==> src/rtl/product_display_driver_pkg.sv <==
// Shared definitions for the product display driver.
//   - state_e    : controller states (IDLE, CONV, SHOW)
//   - SEG_DIGIT  : active-high seven-segment codes for 0..9 (bit 0 = a, bit 6 = g)
//   - SEG_MINUS / SEG_BLANK : sign-digit and blank codes
//   - DIG_*      : scan index of each display digit
package product_display_driver_pkg;

  typedef enum logic [1:0] {
    IDLE = 2'd0,
    CONV = 2'd1,
    SHOW = 2'd2
  } state_e;

  localparam logic [0:9][6:0] SEG_DIGIT = {
    7'h3F, 7'h06, 7'h5B, 7'h4F, 7'h66,
    7'h6D, 7'h7D, 7'h07, 7'h7F, 7'h6F
  };

  localparam logic [6:0] SEG_MINUS = 7'h40;
  localparam logic [6:0] SEG_BLANK = 7'h00;

  localparam logic [1:0] DIG_UNITS = 2'd0;
  localparam logic [1:0] DIG_TENS  = 2'd1;
  localparam logic [1:0] DIG_SIGN  = 2'd2;

endpackage

==> src/rtl/product_display_driver_seg7_decode.sv <==
// Combinational BCD to seven-segment decoder.
//   digit [3:0] : decimal digit 0..9 (codes above 9 decode to blank)
//   blank       : force all segments off
//   seg   [6:0] : active-high segments, seg[0]=a .. seg[6]=g
module seg7_decode
  import product_display_driver_pkg::*;
(
  input  logic [3:0] digit,
  input  logic       blank,
  output logic [6:0] seg
);

  always_comb begin
    seg = SEG_BLANK;
    if (!blank) begin
      for (int unsigned i = 0; i < 10; i++) begin
        if (digit == 4'(i)) seg = SEG_DIGIT[i];
      end
    end
  end

endmodule

==> src/rtl/product_display_driver.sv <==
// Captures a 5-bit sign-magnitude product plus zero flag over valid/ready,
// converts the magnitude to tens/units by repeated subtraction of 10, and
// scans the result onto a 3-digit multiplexed seven-segment display.
//   clk, rst      : clock, synchronous active-high reset
//   in_valid/in_ready : capture handshake (ready whenever not converting)
//   product [4:0] : bit 4 sign (1 = negative), bits 3:0 magnitude
//   zero_flag     : captured with product, shown on zero_led after conversion
//   seg [6:0]     : active-high segments, seg[0]=a .. seg[6]=g
//   an  [2:0]     : one-hot digit select, an[0]=units, an[1]=tens, an[2]=sign
//   zero_led      : zero flag of the displayed value
//   disp_valid    : a conversion has completed since reset
// Optional macro NEG_ZERO_SUPPRESS_EN: blank the sign digit when the
// displayed magnitude is zero.
module product_display_driver
  import product_display_driver_pkg::*;
#(
  parameter int REFRESH_DIV = 16
) (
  input  logic       clk,
  input  logic       rst,
  input  logic       in_valid,
  output logic       in_ready,
  input  logic [4:0] product,
  input  logic       zero_flag,
  output logic [6:0] seg,
  output logic [2:0] an,
  output logic       zero_led,
  output logic       disp_valid
);

  localparam int CW = (REFRESH_DIV > 2) ? $clog2(REFRESH_DIV) : 1;

  state_e        state_q, state_d;
  logic          sign_w_q, sign_w_d;
  logic [3:0]    mag_w_q, mag_w_d;
  logic          tens_w_q, tens_w_d;     // tens of a 0..15 value is 0 or 1
  logic          zero_w_q, zero_w_d;
  logic          disp_sign_q, disp_sign_d;
  logic          disp_tens_q, disp_tens_d;
  logic [3:0]    disp_units_q, disp_units_d;
  logic          zero_led_q, zero_led_d;
  logic          disp_valid_q, disp_valid_d;
  logic [CW-1:0] refresh_cnt_q, refresh_cnt_d;
  logic [1:0]    scan_idx_q, scan_idx_d;

  logic [3:0] dec_digit;
  logic       dec_blank;
  logic [6:0] dec_seg;
  logic       sign_on;

  always_comb begin
    state_d       = state_q;
    sign_w_d      = sign_w_q;
    mag_w_d       = mag_w_q;
    tens_w_d      = tens_w_q;
    zero_w_d      = zero_w_q;
    disp_sign_d   = disp_sign_q;
    disp_tens_d   = disp_tens_q;
    disp_units_d  = disp_units_q;
    zero_led_d    = zero_led_q;
    disp_valid_d  = disp_valid_q;

    case (state_q)
      IDLE, SHOW: begin
        if (in_valid) begin
          sign_w_d = product[4];
          mag_w_d  = product[3:0];
          zero_w_d = zero_flag;
          tens_w_d = 1'b0;
          state_d  = CONV;
        end
      end
      CONV: begin
        if (mag_w_q >= 4'd10) begin
          mag_w_d  = mag_w_q - 4'd10;
          tens_w_d = 1'b1;
        end else begin
          // Display registers load only here, so partial results never show.
          disp_sign_d  = sign_w_q;
          disp_tens_d  = tens_w_q;
          disp_units_d = mag_w_q;
          zero_led_d   = zero_w_q;
          disp_valid_d = 1'b1;
          state_d      = SHOW;
        end
      end
      default: state_d = IDLE;
    endcase

    if (refresh_cnt_q == CW'(REFRESH_DIV - 1)) begin
      refresh_cnt_d = '0;
      scan_idx_d    = (scan_idx_q == DIG_SIGN) ? DIG_UNITS : scan_idx_q + 2'd1;
    end else begin
      refresh_cnt_d = refresh_cnt_q + CW'(1);
      scan_idx_d    = scan_idx_q;
    end
  end

  always_ff @(posedge clk) begin
    if (rst) begin
      state_q       <= IDLE;
      sign_w_q      <= '0;
      mag_w_q       <= '0;
      tens_w_q      <= '0;
      zero_w_q      <= '0;
      disp_sign_q   <= '0;
      disp_tens_q   <= '0;
      disp_units_q  <= '0;
      zero_led_q    <= '0;
      disp_valid_q  <= '0;
      refresh_cnt_q <= '0;
      scan_idx_q    <= '0;
    end else begin
      state_q       <= state_d;
      sign_w_q      <= sign_w_d;
      mag_w_q       <= mag_w_d;
      tens_w_q      <= tens_w_d;
      zero_w_q      <= zero_w_d;
      disp_sign_q   <= disp_sign_d;
      disp_tens_q   <= disp_tens_d;
      disp_units_q  <= disp_units_d;
      zero_led_q    <= zero_led_d;
      disp_valid_q  <= disp_valid_d;
      refresh_cnt_q <= refresh_cnt_d;
      scan_idx_q    <= scan_idx_d;
    end
  end

  always_comb begin
    dec_digit = (scan_idx_q == DIG_TENS) ? {3'b000, disp_tens_q} : disp_units_q;
    // Leading-zero suppression on the tens digit.
    dec_blank = !disp_valid_q || ((scan_idx_q == DIG_TENS) && !disp_tens_q);
    sign_on   = disp_valid_q && disp_sign_q;
`ifdef NEG_ZERO_SUPPRESS_EN
    sign_on   = sign_on && (disp_tens_q || (disp_units_q != 4'd0));
`endif
  end

  seg7_decode u_seg7_decode (
    .digit (dec_digit),
    .blank (dec_blank),
    .seg   (dec_seg)
  );

  always_comb begin
    case (scan_idx_q)
      DIG_UNITS, DIG_TENS: seg = dec_seg;
      DIG_SIGN:            seg = sign_on ? SEG_MINUS : SEG_BLANK;
      default:             seg = SEG_BLANK;
    endcase
  end

  assign an         = 3'b001 << scan_idx_q;
  assign in_ready   = (state_q != CONV);
  assign zero_led   = zero_led_q;
  assign disp_valid = disp_valid_q;

endmodule

==> config.mk <==
export PLATFORM = sky130hd
export DESIGN_NAME = product_display_driver
export DESIGN_NICKNAME = d
export VERILOG_FILES = /design/src/rtl/product_display_driver_pkg.sv /design/src/rtl/product_display_driver_seg7_decode.sv /design/src/rtl/product_display_driver.sv
export SDC_FILE = /design/constraint.sdc
export NUM_CORES = 1
export LEC_CHECK = 0
export CAP_MARGIN = 10
export CORE_ASPECT_RATIO = 1.1
export CORE_MARGIN = 2
export CORE_UTILIZATION = 30
export DETAILED_ROUTE_END_ITERATION = 12
export PLACE_DENSITY = 0.6
export SYNTH_ARGS = -nofsm -noshare
export SYNTH_HDL_FRONTEND = slang
export SYNTH_SLANG_ARGS = --single-unit
==> constraint.sdc <==
create_clock -name clk -period 1.7 [get_ports clk]
set_input_delay 0.51 -clock clk [delete_from_list [all_inputs] [get_ports clk]]
set_output_delay 0.51 -clock clk [all_outputs]
set_load 0.01 [all_outputs]
**Word-level counts from Yosys, hierarchy flattened**

Index checks and enable logic that the tools add are counted.

- Register bits after elaboration: 23
- Latch bits: 0
- Bits in writable memories: 0
- ROM bits: 0
- Input bits: 9
- Output and inout bits: 13
- Memories: 0

- Add/subtract/negate cells: 3
- Multiply operators: 0
- Divide/modulo/power cells: 0
- Magnitude comparators: 1
- Equal/unequal tests: 18
- Shift-type cells: 1
- Multiplexer cells: 24
- Bitwise logic cells: 1
- Reduce and logical (&&, ||, !) cells: 16

Operators by type and width:

| operator | number |
|---|---|
| $mux W7 | 10 |
| $eq A4 B3 Y1 const B | 4 |
| $pmux W7 S2 | 1 |
| $eq A4 B4 Y1 const B | 3 |
| $mux W4 | 3 |
| $mux W6 | 2 |
| $eq A4 B2 Y1 const B | 2 |
| $pmux W4 S2 | 1 |
| $mux W2 | 3 |
| $ne A2 B2 Y1 const B | 3 |
| $reduce_and A2 Y1 | 3 |
| $reduce_or A2 Y1 | 3 |
| $add A4 B1 Y4 const B | 1 |
| $eq A2 B1 Y1 const B | 2 |
| $eq A2 B2 Y1 const B | 2 |
| $eq A4 B1 Y1 const B | 1 |
| $ge A4 B4 Y1 const B | 1 |
| $logic_not A2 Y1 | 2 |
| $logic_not A4 Y1 | 1 |
| $pmux W2 S2 | 1 |
| $sub A4 B4 Y4 const B | 1 |
| $reduce_and A3 Y1 | 1 |
| $shl A1 B2 Y3 const A | 1 |
| $add A2 B1 Y2 const B | 1 |
| other kinds (8) | 11 |

**Logic depth before layout (Yosys ltp)**

Gate-level depths: netlist of run 1.

- Depth after elaboration: 15
- Gate-level depth with buffers: 5

**Cells and area by module**

A second synthesis of run 1 with hierarchy kept.

- Cells, all modules: 156
- Area total of the unflattened synthesis: 1270.0 um2

By module, submodules not included:

| module | times used | cells an instance | area each (um2) | seq. area each (um2) |
|---|---|---|---|---|
| product_display_driver | 1 | 127 | 1082.3 | 460.4 |
| seg7_decode | 1 | 29 | 187.7 | 0.0 |

**Worst setup path after synthesis of run 1**

OpenSTA, ideal clock, no wires.

- Path type: flip-flop to output port
- Start: reg disp_units_q[1]
- End: out seg[3]
- Arrival: 1201 ps
- Path slack: -11 ps
- Stages on the path, launching flop included: 5
- Cell sequence: dfxtp_1 -> buf_6 -> or2_4 -> a221o_1 -> a21oi_1

- Cells in the longest elaborated chain, start to end: 14

Ends and longest elaborated chain:

| item | line | RTL |
|---|---|---|
| from (decl) | product_display_driver.sv:40 | `logic [3:0] disp_units_q, disp_units_d;` |
| from (signal assigned) | product_display_driver.sv:121 | `disp_units_q <= disp_units_d;` |
| $mux W4 * | product_display_driver.sv:130 | `dec_digit = (scan_idx_q == DIG_TENS) ? {3'b000, disp_tens_q} : disp_units_q;` |
| $logic_not A4 Y1 | product_display_driver_seg7_decode.sv:17 | `if (digit == 4'(i)) seg = SEG_DIGIT[i];` |
| $mux W6 (2 in series) | product_display_driver_seg7_decode.sv:17 |  |
| $mux W7 (7 in series) | product_display_driver_seg7_decode.sv:17 |  |
| $mux W7 * | product_display_driver_seg7_decode.sv:17 |  |
| $mux W7 * | product_display_driver_seg7_decode.sv:15 | `if (!blank) begin` |
| $pmux W7 S2 * | product_display_driver.sv:146 | `case (scan_idx_q)` |
| to (decl) | product_display_driver.sv:25 | `output logic [6:0] seg,` |

Every way passes the cells marked *; elsewhere a longest branch is shown, timed or not.

**Worst setup path in the final report of run 1**

- Start: reg disp_units_q[2]
- End: out seg[3]

The elaborated chain is that of the path after synthesis.

==> results of run 1 <==
==> flip-flops by register name, summed over array words and instances, names as in the netlist <==
register,flops
scan_idx_q,2
zero_w_q,1
zero_led,1
disp_sign_q,1
disp_valid,1
state_q,2
disp_tens_q,1
refresh_cnt_q,4
tens_w_q,1
mag_w_q,4
sign_w_q,1
disp_units_q,4
==> path summary, 6_finish.rpt <==
path         slack, ns               to            start  cells past startpoint
max              -0.24           seg[3]  disp_units_q[2]                      4
min               0.46       state_q[1]       state_q[1]                      2
max reg2reg       0.37  disp_units_q[3]       mag_w_q[1]                      3
min reg2reg       0.46       state_q[1]       state_q[1]                      2
==> layer usage <==
| layer | vias up | routed length [um] | global-route usage |
|---|---|---|---|
| met5 | - | 0 | 0 |
| met1 | 550 | 1220 | 0.144 |
| met3 | 12 | 102 | 0.0227 |
| met4 | 0 | 119 | 0.0833 |
| li1 | 615 | - | - |
| met2 | 33 | 1560 | 0.286 |
==> placed cells by master, fill, tap and decap left out, drive strengths merged <==
cell,synthesis,layout
and2b,2,2
inv,9,9
o211ai,2,2
o2111ai,1,1
nor3,1,1
o221ai,2,2
a221o,1,1
clkdlybuf4s50,0,9
buf,3,37
a31oi,1,1
nand3b,1,1
nor2,16,16
nor2b,4,4
o21ai,11,11
a211oi,1,1
nor3b,1,1
nand4b,1,1
dfxtp,23,23
mux2i,1,1
or2,1,1
nand2,23,23
nand2b,3,3
a21oi,26,26
a311oi,1,1
clkdlybuf4s15,0,1
clkbuf,4,4
xnor2,2,2
o31ai,1,1
and3,1,1
o22ai,1,1
nand3,6,6
dlygate4sd2,0,2
ha,2,2
==> power by group through the flow <==
stage	combinational (W)	clock, W	sequential (W)
2_1_floorplan	0.000117	0	0.000595
3_3_place_gp	0.000206	0	0.000599
3_5_place_dp	0.000213	0	0.000602
4_1_cts	0.000221	0.000340	0.000590
5_1_grt	0.000248	0.000363	0.000595
6_report	0.000224	0.000330	0.000591
==> worst max-delay path, stage by stage, from the launching register on <==
cell     delay (ns)
dfxtp_2        0.34
or2_4          0.26
a221o_1        0.32
a21oi_2        0.12
buf_2          0.14
==> cell families (layout without fill, tap and decap cells) <==
group | count (synthesis) | in the layout | synth area share
multiplexers | 1 | 1 | 0.00874
AO/OA/AOI/OAI | 48 | 48 | 0.245
flip-flops | 23 | 23 | 0.402
buffers and inverters | 16 | 62 | 0.0612
AND/OR/NAND/NOR | 60 | 60 | 0.246
adder cells (fa/ha/maj) | 2 | 2 | 0.0219
XOR/XNOR | 2 | 2 | 0.0153
==> what timing repair did <==
action / 4_1_cts / 5_1_grt
endpoints found under the setup margin: 12 / 9
gates cloned: 0 / 0
setup buffers: 7 / 0
pin swaps: 11 / 7
resized for setup: 68 / 8
endpoints found under the hold margin: 0 / 0
==> metrics by stage <==
| step | hold slack, ns | setup TNS, ns | utilization | worst slack [ns] |
|---|---|---|---|---|
| 3_5_place_dp | 0.446 | -2.49 | 0.422 | -0.416 |
| 5_1_grt | 0.481 | -1.60 | 0.465 | -0.304 |
| 6_report | 0.455 | -1.07 | 0.465 | -0.243 |
| 2_1_floorplan | 0.432 | 0 | - | 0.00747 |
| 3_3_place_gp | 0.439 | -2.32 | 0.422 | -0.378 |
| 4_1_cts | 0.457 | -1.09 | 0.459 | -0.245 |
==> area by class of cell <==
class	instances	area (um^2)
Clock buffer	4	45.0
Fill cell	373	1960
Multi-Input combinational cell	113	671
Inverter	9	36.3
Tap cell	50	62.6
Timing Repair Buffer	49	415
Sequential cell	23	468
==> results by group, run 1 <==
Power
  • Portion of total power attributed to combinational logic: 0.196
  • Sequential fraction of design power: 0.516
  • Overall power: 0.00115 W
  • Net switching share of the total power: 0.261
  • Leak Pwr: 0.677 nW
  • Power per cell area: 674 nW/um^2
  • Internal portion of total power: about 0.00085 W
  • Net switching component of the power: 0.000299 W
  • IR drop worst, VDD: about 0.00036 V
  • Portion of total power attributed to the clock network: 0.288

Outcome
  • Violated checks: setup timing
  • Outcome: finished, violations left

Clocking
  • Worst skew pair latency: 0.26 ns
  • Cell at the root of the clock tree: clkbuf_8
  • CTS clk-pin slew, worst paths: 0.07 ns
  • Maximum number of buffers from clock root to sink: 2
  • Number of CTS-inserted buffers: 3
  • Depth of the CTS H-tree: 1
  • Number of hold-repair buffers added at the cts stage: 0
  • Clock Sink Count: 23
  • TritonCTS clock tree: built

Drt
  • Total vias in the final route: 1,210
  • DR vias/cell: 4.88
  • Routed Wire Length: around 3000 um
  • Residual antenna-violating net count after detailed routing: 0
  • Total DRC errors in the routed layout: 0
  • Detail-routed net length per standard cell: 12.1 um
  • Number of iterations in the first detailed-routing pass: 4
  • Violation count after the first detailed-routing iteration: 32

Floorplanning
  • Initial cell density of the core: 0.313
  • Die Wd: between 60 and 70 um
  • Num ports: 22
  • Chip Height: 68.8 um
  • Area of the core: 3650 um^2
  • Total number of placement rows: 23
  • Die ar.: 4330 um^2

Synth
  • Post-synthesis area per instance: roughly 7.5 um^2
  • Primary flip-flop cell chosen by synthesis mapping: dfxtp_1
  • Dominant cell by count in the synthesized netlist: a21oi_1
  • Post-Syn Nets: between 150 and 200
  • Count of state elements after synthesis: 23
  • Post-synth EDFFs: 0
  • Area of the mapped netlist: between 1000 and 1500 um^2
  • Post-synthesis cell type count: 33
  • Proportion of synthesized chip area in sequential cells: 0.402
  • Fraction of registers with async set or reset after synthesis: 0
  • Library cell with the largest summed area after synthesis: dfxtp_1
  • Top cells by area, synth: dfxtp_1 (40%), a21oi_1 (11%), nand2_1 (7.2%)
  • Post-synth top area share: 0.402
  • Total number of yosys warnings: 0
  • Most common library cells after synthesis: a21oi_1 (26), dfxtp_1 (23), nand2_1 (22), nor2_1 (16)
  • Number of instances in the synthesized netlist: 152

Setup path
  • Required time at the endpoint of the critical path: 1.19 ns
  • Arrival @ worst endpoint: roughly 1.4 ns
  • Critical path startpoint category: flip-flop
  • Largest fanout on the critical path: 3
  • Kind of critical path: reg2out
  • Kind of end point of the critical path: output pin

Timing
  • RSZ-0062 raised after global routing: yes
  • Final-report setup violation count: 7
  • Total count of max-transition violations in the final report: 0
  • Worst slew margin relative to its limit: 0.713
  • Timing-limited maximum frequency: 0.515 GHz
  • Transition time at the pin with the least slew margin: 0.430 ns
  • Final Worst Setup Slack: -0.243 ns
  • Shortest clock period the worst path allows after layout: 1.94 ns
  • Final Hold Vio Count: 0
  • Post-Route Skew: 0.00187 ns
  • Final cycle utilization of the critical path: 1.14

Placed design
  • Gp weighted congestion: 0.762
  • Cell area after placement: about 1500 um^2
  • IO buf count: 21
  • Dpl hpwl: 2180 um
  • Placed Cells incl. Taps: 237

Min path
  • Type of the most critical hold path: reg2reg

GRT
  • Overall overflow remaining after global route: 0
  • Total track usage: 0.143
  • First-pass GRT wire length: between 4000 and 5000 um
  • Maximum number of pins on one net before global-route repair: 15
  • Number of global-route vias before repair: 1,205
  • Antenna violations before repair: 0

Layout
  • Count of placed standard cells in the final layout, fillers left out: 248
  • Layout cell share with drive strength beyond 1: 0.313
  • Area growth, synth to finish: 48.3%
  • Post-route cell area: 1700 um^2
  • Count of nets after finishing: 210
  • Antenna cells: 0

Run
  • Reported max-cap violation count: 0
Note: power is estimated with default switching activity, not from simulation.
==> run 2, diff against run 1 <==
- CORE_MARGIN: 2 -> not set
- CORE_UTILIZATION: 30 -> 50
- PLACE_DENSITY: 0.6 -> 0.86
==> results by group, run 2 (synthesis results as in run 1) <==
Outcome
  • Outcome: finished, violations left
  • Violated checks: setup timing

Placed design
  • Gp weighted congestion: 0.837
  • Cell area after placement: 1530 um^2
  • Placed Cells incl. Taps: 215
  • Dpl hpwl: 2050 um
  • Pre-CTS worst setup slack: -0.405 ns
  • IO buf count: 21

Layout
  • Filler Cells Inserted: 122
  • Count of placed standard cells in the final layout, fillers left out: 229
  • Commonest cells after routing, fill and taps aside: nand2_1 (22), a21oi_1 (19), buf_4 (18)
  • Largest registers: disp_units_q: 4 flops, mag_w_q: 4 flops, refresh_cnt_q: 4 flops
  • Leading cell type in the layout, fill and taps excluded: nand2_1
  • Count of nets after finishing: around 210
  • Post-route cell area: between 1500 and 2000 um^2
  • Antenna cells: 0
  • Layout cell share with drive strength beyond 1: 0.373
  • Area growth, synth to finish: 52.5%

Floorplanning
  • Num ports: 22
  • Total number of placement rows: 17
  • Area of the core: ~2100 um^2
  • Die ar.: 2490 um^2
  • Chip Height: 52.2 um
  • Initial cell density of the core: 0.549
  • Die Wd: 47.6 um

Drt
  • DR vias/cell: 5.72
  • Residual antenna-violating net count after detailed routing: 0
  • Violation count after the first detailed-routing iteration: between 50 and 60
  • Number of iterations in the first detailed-routing pass: 4
  • Routed Wire Length: 3480 um
  • Total vias in the final route: 1,309
  • Detail-routed net length per standard cell: 15.2 um
  • Total DRC errors in the routed layout: 0

Power
  • Portion of total power attributed to combinational logic: 0.227
  • Leak Pwr: 0.711 nW
  • Internal portion of total power: 0.000770 W
  • Portion of total power attributed to the clock network: 0.229
  • Net switching component of the power: 0.000309 W
  • IR drop worst, VDD: 0.000636 V
  • Net switching share of the total power: 0.286
  • Sequential fraction of design power: 0.544
  • Overall power: 0.00108 W
  • Power per cell area: about 620 nW/um^2

Run
  • Reported max-cap violation count: 0

Clocking
  • Depth of the CTS H-tree: 1
  • Maximum number of buffers from clock root to sink: 2
  • TritonCTS clock tree: built
  • Cell at the root of the clock tree: clkbuf_4
  • CTS clk-pin slew, worst paths: between 0.1 and 0.15 ns
  • Worst skew pair latency: 0.31 ns
  • Number of CTS-inserted buffers: 3
  • Clock Sink Count: 23

Setup path
  • Required time at the endpoint of the critical path: 1.19 ns
  • Buffers and inverters on the worst path: 3
  • Kind of end point of the critical path: output pin
  • Longest individual stage delay on the worst path: 0.38 ns
  • List of cells traversed by the critical path: buf_6 -> buf_4 -> a21oi_4 -> o211ai_1 -> a21oi_1 -> buf_2
  • Cell type of the slowest stage on the worst timing path: dfxtp_4
  • Critical path startpoint category: flip-flop
  • Kind of critical path: reg2out
  • Arrival @ worst endpoint: 1.65 ns
  • Cell family contributing the most delay on the critical path: compound AO/OA/AOI/OAI gates
  • Largest fanout on the critical path: 7

Timing
  • Total negative setup slack: -2.17 ns
  • Transition time at the pin with the least slew margin: 0.417 ns
  • Final Worst Setup Slack: -0.459 ns
  • Final Hold Vio Count: 0
  • Worst slew margin relative to its limit: 0.722
  • Timing-limited maximum frequency: 0.463 GHz
  • Final cycle utilization of the critical path: 1.27
  • Final-report setup violation count: 7
  • Shortest clock period the worst path allows after layout: 2.16 ns
  • Total count of max-transition violations in the final report: 0
  • RSZ-0062 raised after global routing: yes
  • Post-Route Skew: 0.00207 ns

Min path
  • Type of the most critical hold path: reg2reg

GRT
  • Number of global-route vias before repair: ~1,200
  • Maximum number of pins on one net before global-route repair: 23
  • First-pass GRT wire length: 5100 um
  • Antenna violations before repair: 0
  • Overall overflow remaining after global route: 0
  • Total track usage: 0.295
==> run 2: changes by cell type in the layout (fill, tap and decap cells not counted), sizes merged <==
cell	before	now
clkdlybuf4s15	1	0
clkinv	0	1
clkdlybuf4s50	9	8
buf	37	41
==> run 2: worst paths after layout <==
| kind | slack (ns) | startpoint | cells after the start | endpoint |
|---|---|---|---|---|
| worst min register to register | 0.47 | state_q[1] | 2 | state_q[1] |
| worst max register to register | 0.35 | mag_w_q[1] | 3 | disp_units_q[3] |
| worst min-delay path | 0.47 | state_q[1] | 2 | state_q[1] |
| worst max-delay path | -0.46 | disp_units_q[2] | 6 | seg[5] |
==> run 2: per-layer routing <==
layer,part of all wire,global-route usage,up-vias
li1,-,-,628
met1,0.39,0.317,584
met5,0,0,-
met2,0.49,0.500,71
met4,0.058,0.190,0
met3,0.061,0.0655,26
==> run 2: final cells by class <==
type / instances / area (um^2) / area share
clock buffer: 3 / 22.5 / 0.0129
clock inverter: 1 / 5.00 / 0.00287
inverter: 9 / 38.8 / 0.0222
multi-input combinational: 113 / 706 / 0.404
sequential: 23 / 477 / 0.273
tap: 28 / 35.0 / 0.0201
timing repair buffer: 52 / 462 / 0.265
==> run 2: what timing repair did <==
action,in CTS,in global routing
endpoints found under the setup margin,13,11
gates resized for setup,74,23
pin swaps,17,5
setup buffers,7,3
hold buffers,0,0
==> run 2: worst reg2reg max path, cell delays in order, from the launching register on <==
cell	delay [ns]
dfxtp_1	0.38
o21ai_2	0.39
nand2_2	0.21
a211oi_1	0.29
==> run 2: stage by stage <==
step	utilization	hold WS (ns)
CTS	0.795	0.470
global placement	0.733	0.439
detailed placement	0.733	0.452
finish	0.837	0.465
floorplan	-	0.432
global route	0.837	0.490
==> run 2: power groups by stage <==
stage	sequential, W	combinational [W]	clock, W
2_1_floorplan	0.000595	0.000117	0
3_3_place_gp	0.000598	0.000206	0
3_5_place_dp	0.000601	0.000214	0
4_1_cts	0.000588	0.000221	0.000255
5_1_grt	0.000590	0.000267	0.000286
6_report	0.000587	0.000244	0.000247
==> run 3, diff against run 2 <==
- PLACE_DENSITY: 0.86 -> 0.83
- clock period: 1.7 -> 2.1 ns (I/O delays scaled with it)
==> results by group, run 3 (synthesis results as in run 1) <==
Floorplanning
  • Num ports: 22
  • Die Wd: ~48 um
  • Initial cell density of the core: 0.549
  • Chip Height: 52.2 um
  • Area of the core: 2080 um^2
  • Total number of placement rows: 17
  • Die ar.: between 2000 and 2500 um^2

Power
  • Sequential fraction of design power: 0.560
  • Portion of total power attributed to the clock network: 0.244
  • Leak Pwr: 0.620 nW
  • Net switching share of the total power: 0.287
  • Portion of total power attributed to combinational logic: 0.196
  • Internal portion of total power: between 0.0006 and 0.0007 W
  • Overall power: around 0.00085 W
  • Power per cell area: 554 nW/um^2
  • IR drop worst, VDD: 0.000552 V
  • Net switching component of the power: 0.000245 W

Clocking
  • Maximum number of buffers from clock root to sink: 2
  • CTS clk-pin slew, worst paths: 0.13 ns
  • Number of hold-repair buffers added at the cts stage: 0
  • TritonCTS clock tree: built
  • Depth of the CTS H-tree: 1
  • Clock Sink Count: 23
  • Worst skew pair latency: 0.31 ns
  • Cell at the root of the clock tree: clkbuf_4
  • Number of CTS-inserted buffers: 3

Drt
  • Residual antenna-violating net count after detailed routing: 0
  • Number of iterations in the first detailed-routing pass: 4
  • Routed Wire Length: roughly 2900 um
  • Total vias in the final route: 1,204
  • Detail-routed net length per standard cell: 13.5 um
  • Total DRC errors in the routed layout: 0
  • Violation count after the first detailed-routing iteration: 27
  • DR vias/cell: ~5.6

GRT
  • Number of global-route vias before repair: around 1,100
  • Total track usage: 0.254
  • Overall overflow remaining after global route: 0
  • Antenna violations before repair: 0
  • First-pass GRT wire length: 4570 um
  • Maximum number of pins on one net before global-route repair: 21

Timing
  • Worst slew margin relative to its limit: 0.713
  • Total count of max-transition violations in the final report: 0
  • Final Worst Setup Slack: -0.0792 ns
  • Final Hold Vio Count: 0
  • Post-Route Skew: between 0.003 and 0.004 ns
  • Shortest clock period the worst path allows after layout: 2.18 ns
  • RSZ-0062 raised after global routing: yes
  • Post-route worst hold slack: about 0.47 ns
  • Transition time at the pin with the least slew margin: 0.431 ns
  • Final cycle utilization of the critical path: 1.04
  • Final-report setup violation count: 2
  • Timing-limited maximum frequency: 0.459 GHz

Layout
  • Leading cell type in the layout, fill and taps excluded: nand2_1
  • Count of nets after finishing: 200
  • Antenna cells: 0
  • Largest registers: disp_units_q: 4 flops, mag_w_q: 4 flops, refresh_cnt_q: 4 flops
  • Count of placed standard cells in the final layout, fillers left out: 216
  • Layout cell share with drive strength beyond 1: 0.277
  • Area growth, synth to finish: 34.9%
  • Commonest cells after routing, fill and taps aside: nand2_1 (22), a21oi_1 (20), dfxtp_1 (18)
  • Post-route cell area: 1540 um^2

Placed design
  • Gp weighted congestion: a little over 0.8
  • Dpl hpwl: roughly 2000 um
  • Placed Cells incl. Taps: 209
  • Cell area after placement: 1470 um^2
  • IO buf count: 21

Setup path
  • Most common cell type on the critical path: buf_4
  • Critical path startpoint category: flip-flop
  • List of cells traversed by the critical path: buf_4 -> buf_4 -> a21oi_2 -> o22ai_2 -> a21oi_1 -> nor2_1 -> buf_2
  • Timing startpoint of the critical path: disp_units_q[1]
  • Kind of critical path: reg2out
  • Reg-to-reg critical path startpoint: mag_w_q[1]
  • Cell family contributing the most delay on the critical path: buffers and inverters
  • Cell type of the slowest stage on the worst timing path: dfxtp_2
  • Largest fanout on the critical path: 4
  • Kind of end point of the critical path: output pin
  • Required time at the endpoint of the critical path: around 1.5 ns
  • Buffers and inverters on the worst path: 3
  • Arrival @ worst endpoint: 1.55 ns
  • Longest individual stage delay on the worst path: 0.36 ns

Outcome
  • Outcome: finished, violations left
  • Violated checks: setup timing

Min path
  • Type of the most critical hold path: reg2reg
  • Source of the worst hold timing path: zero_led

Run
  • Reported max-cap violation count: 0
[run 3: cell types whose count changed in the layout (fill, tap and decap cells not counted), sizes merged]
cell           change
clkbuf             -1
dlygate4sd2        +2
buf               -16
clkdlybuf4s50      +2
[run 3: path summary, 6_finish.rpt]
path / to / depth (start not counted) / slack (ns)
min: zero_led / 2 / 0.47
max: seg[0] / 7 / -0.08
max reg2reg: disp_units_q[3] / 3 / 0.73
min reg2reg: zero_led / 2 / 0.47
[run 3: layout make-up]
class / instances / area, um^2
timing repair buffer: 39 / 314
inverter: 9 / 33.8
tap: 28 / 35.0
clock buffer: 3 / 22.5
sequential: 23 / 467
fill: 169 / 541
multi-input combinational: 113 / 667
clock inverter: 1 / 5.00
[run 3: per-layer routing]
layer | vias to the layer above | track usage | wire (um)
met4 | 0 | 0.0833 | 34
met1 | 553 | 0.295 | 1280
met3 | 6 | 0.0310 | 128
met2 | 46 | 0.463 | 1470
met5 | - | 0 | 0
li1 | 599 | - | -
[run 3: worst min-delay path, cell delays in order, from the launching register on]
cell	delay [ns]
dfxtp_1	0.33
nand2_1	0.05
a21oi_1	0.05
[run 3: power groups by stage]
stage / clock network, W / registers (W) / logic (W)
after CTS: 0.000208 / 0.000478 / 0.000162
after global routing: 0.000222 / 0.000482 / 0.000183
final: 0.000208 / 0.000479 / 0.000168
after detailed placement: 0 / 0.000487 / 0.000163
after global placement: 0 / 0.000485 / 0.000156
after floorplan: 0 / 0.000482 / 0.0000942
[run 3: repair_timing]
item,4_1_cts,5_1_grt
pin swaps,2,6
buffers inserted,2,1
gates resized for setup,49,9
setup endpoints to repair,10,7
gates cloned,0,1
[run 3: through the flow]
stage                     utilization  setup slack [ns]  setup TNS (ns)
after floorplan                     -             0.269               0
after global placement          0.703           -0.0832          -0.170
after detailed placement        0.703            -0.139          -0.358
after CTS                       0.726           -0.0294         -0.0294
after global routing            0.741           -0.0987          -0.342
final                           0.741           -0.0792          -0.116
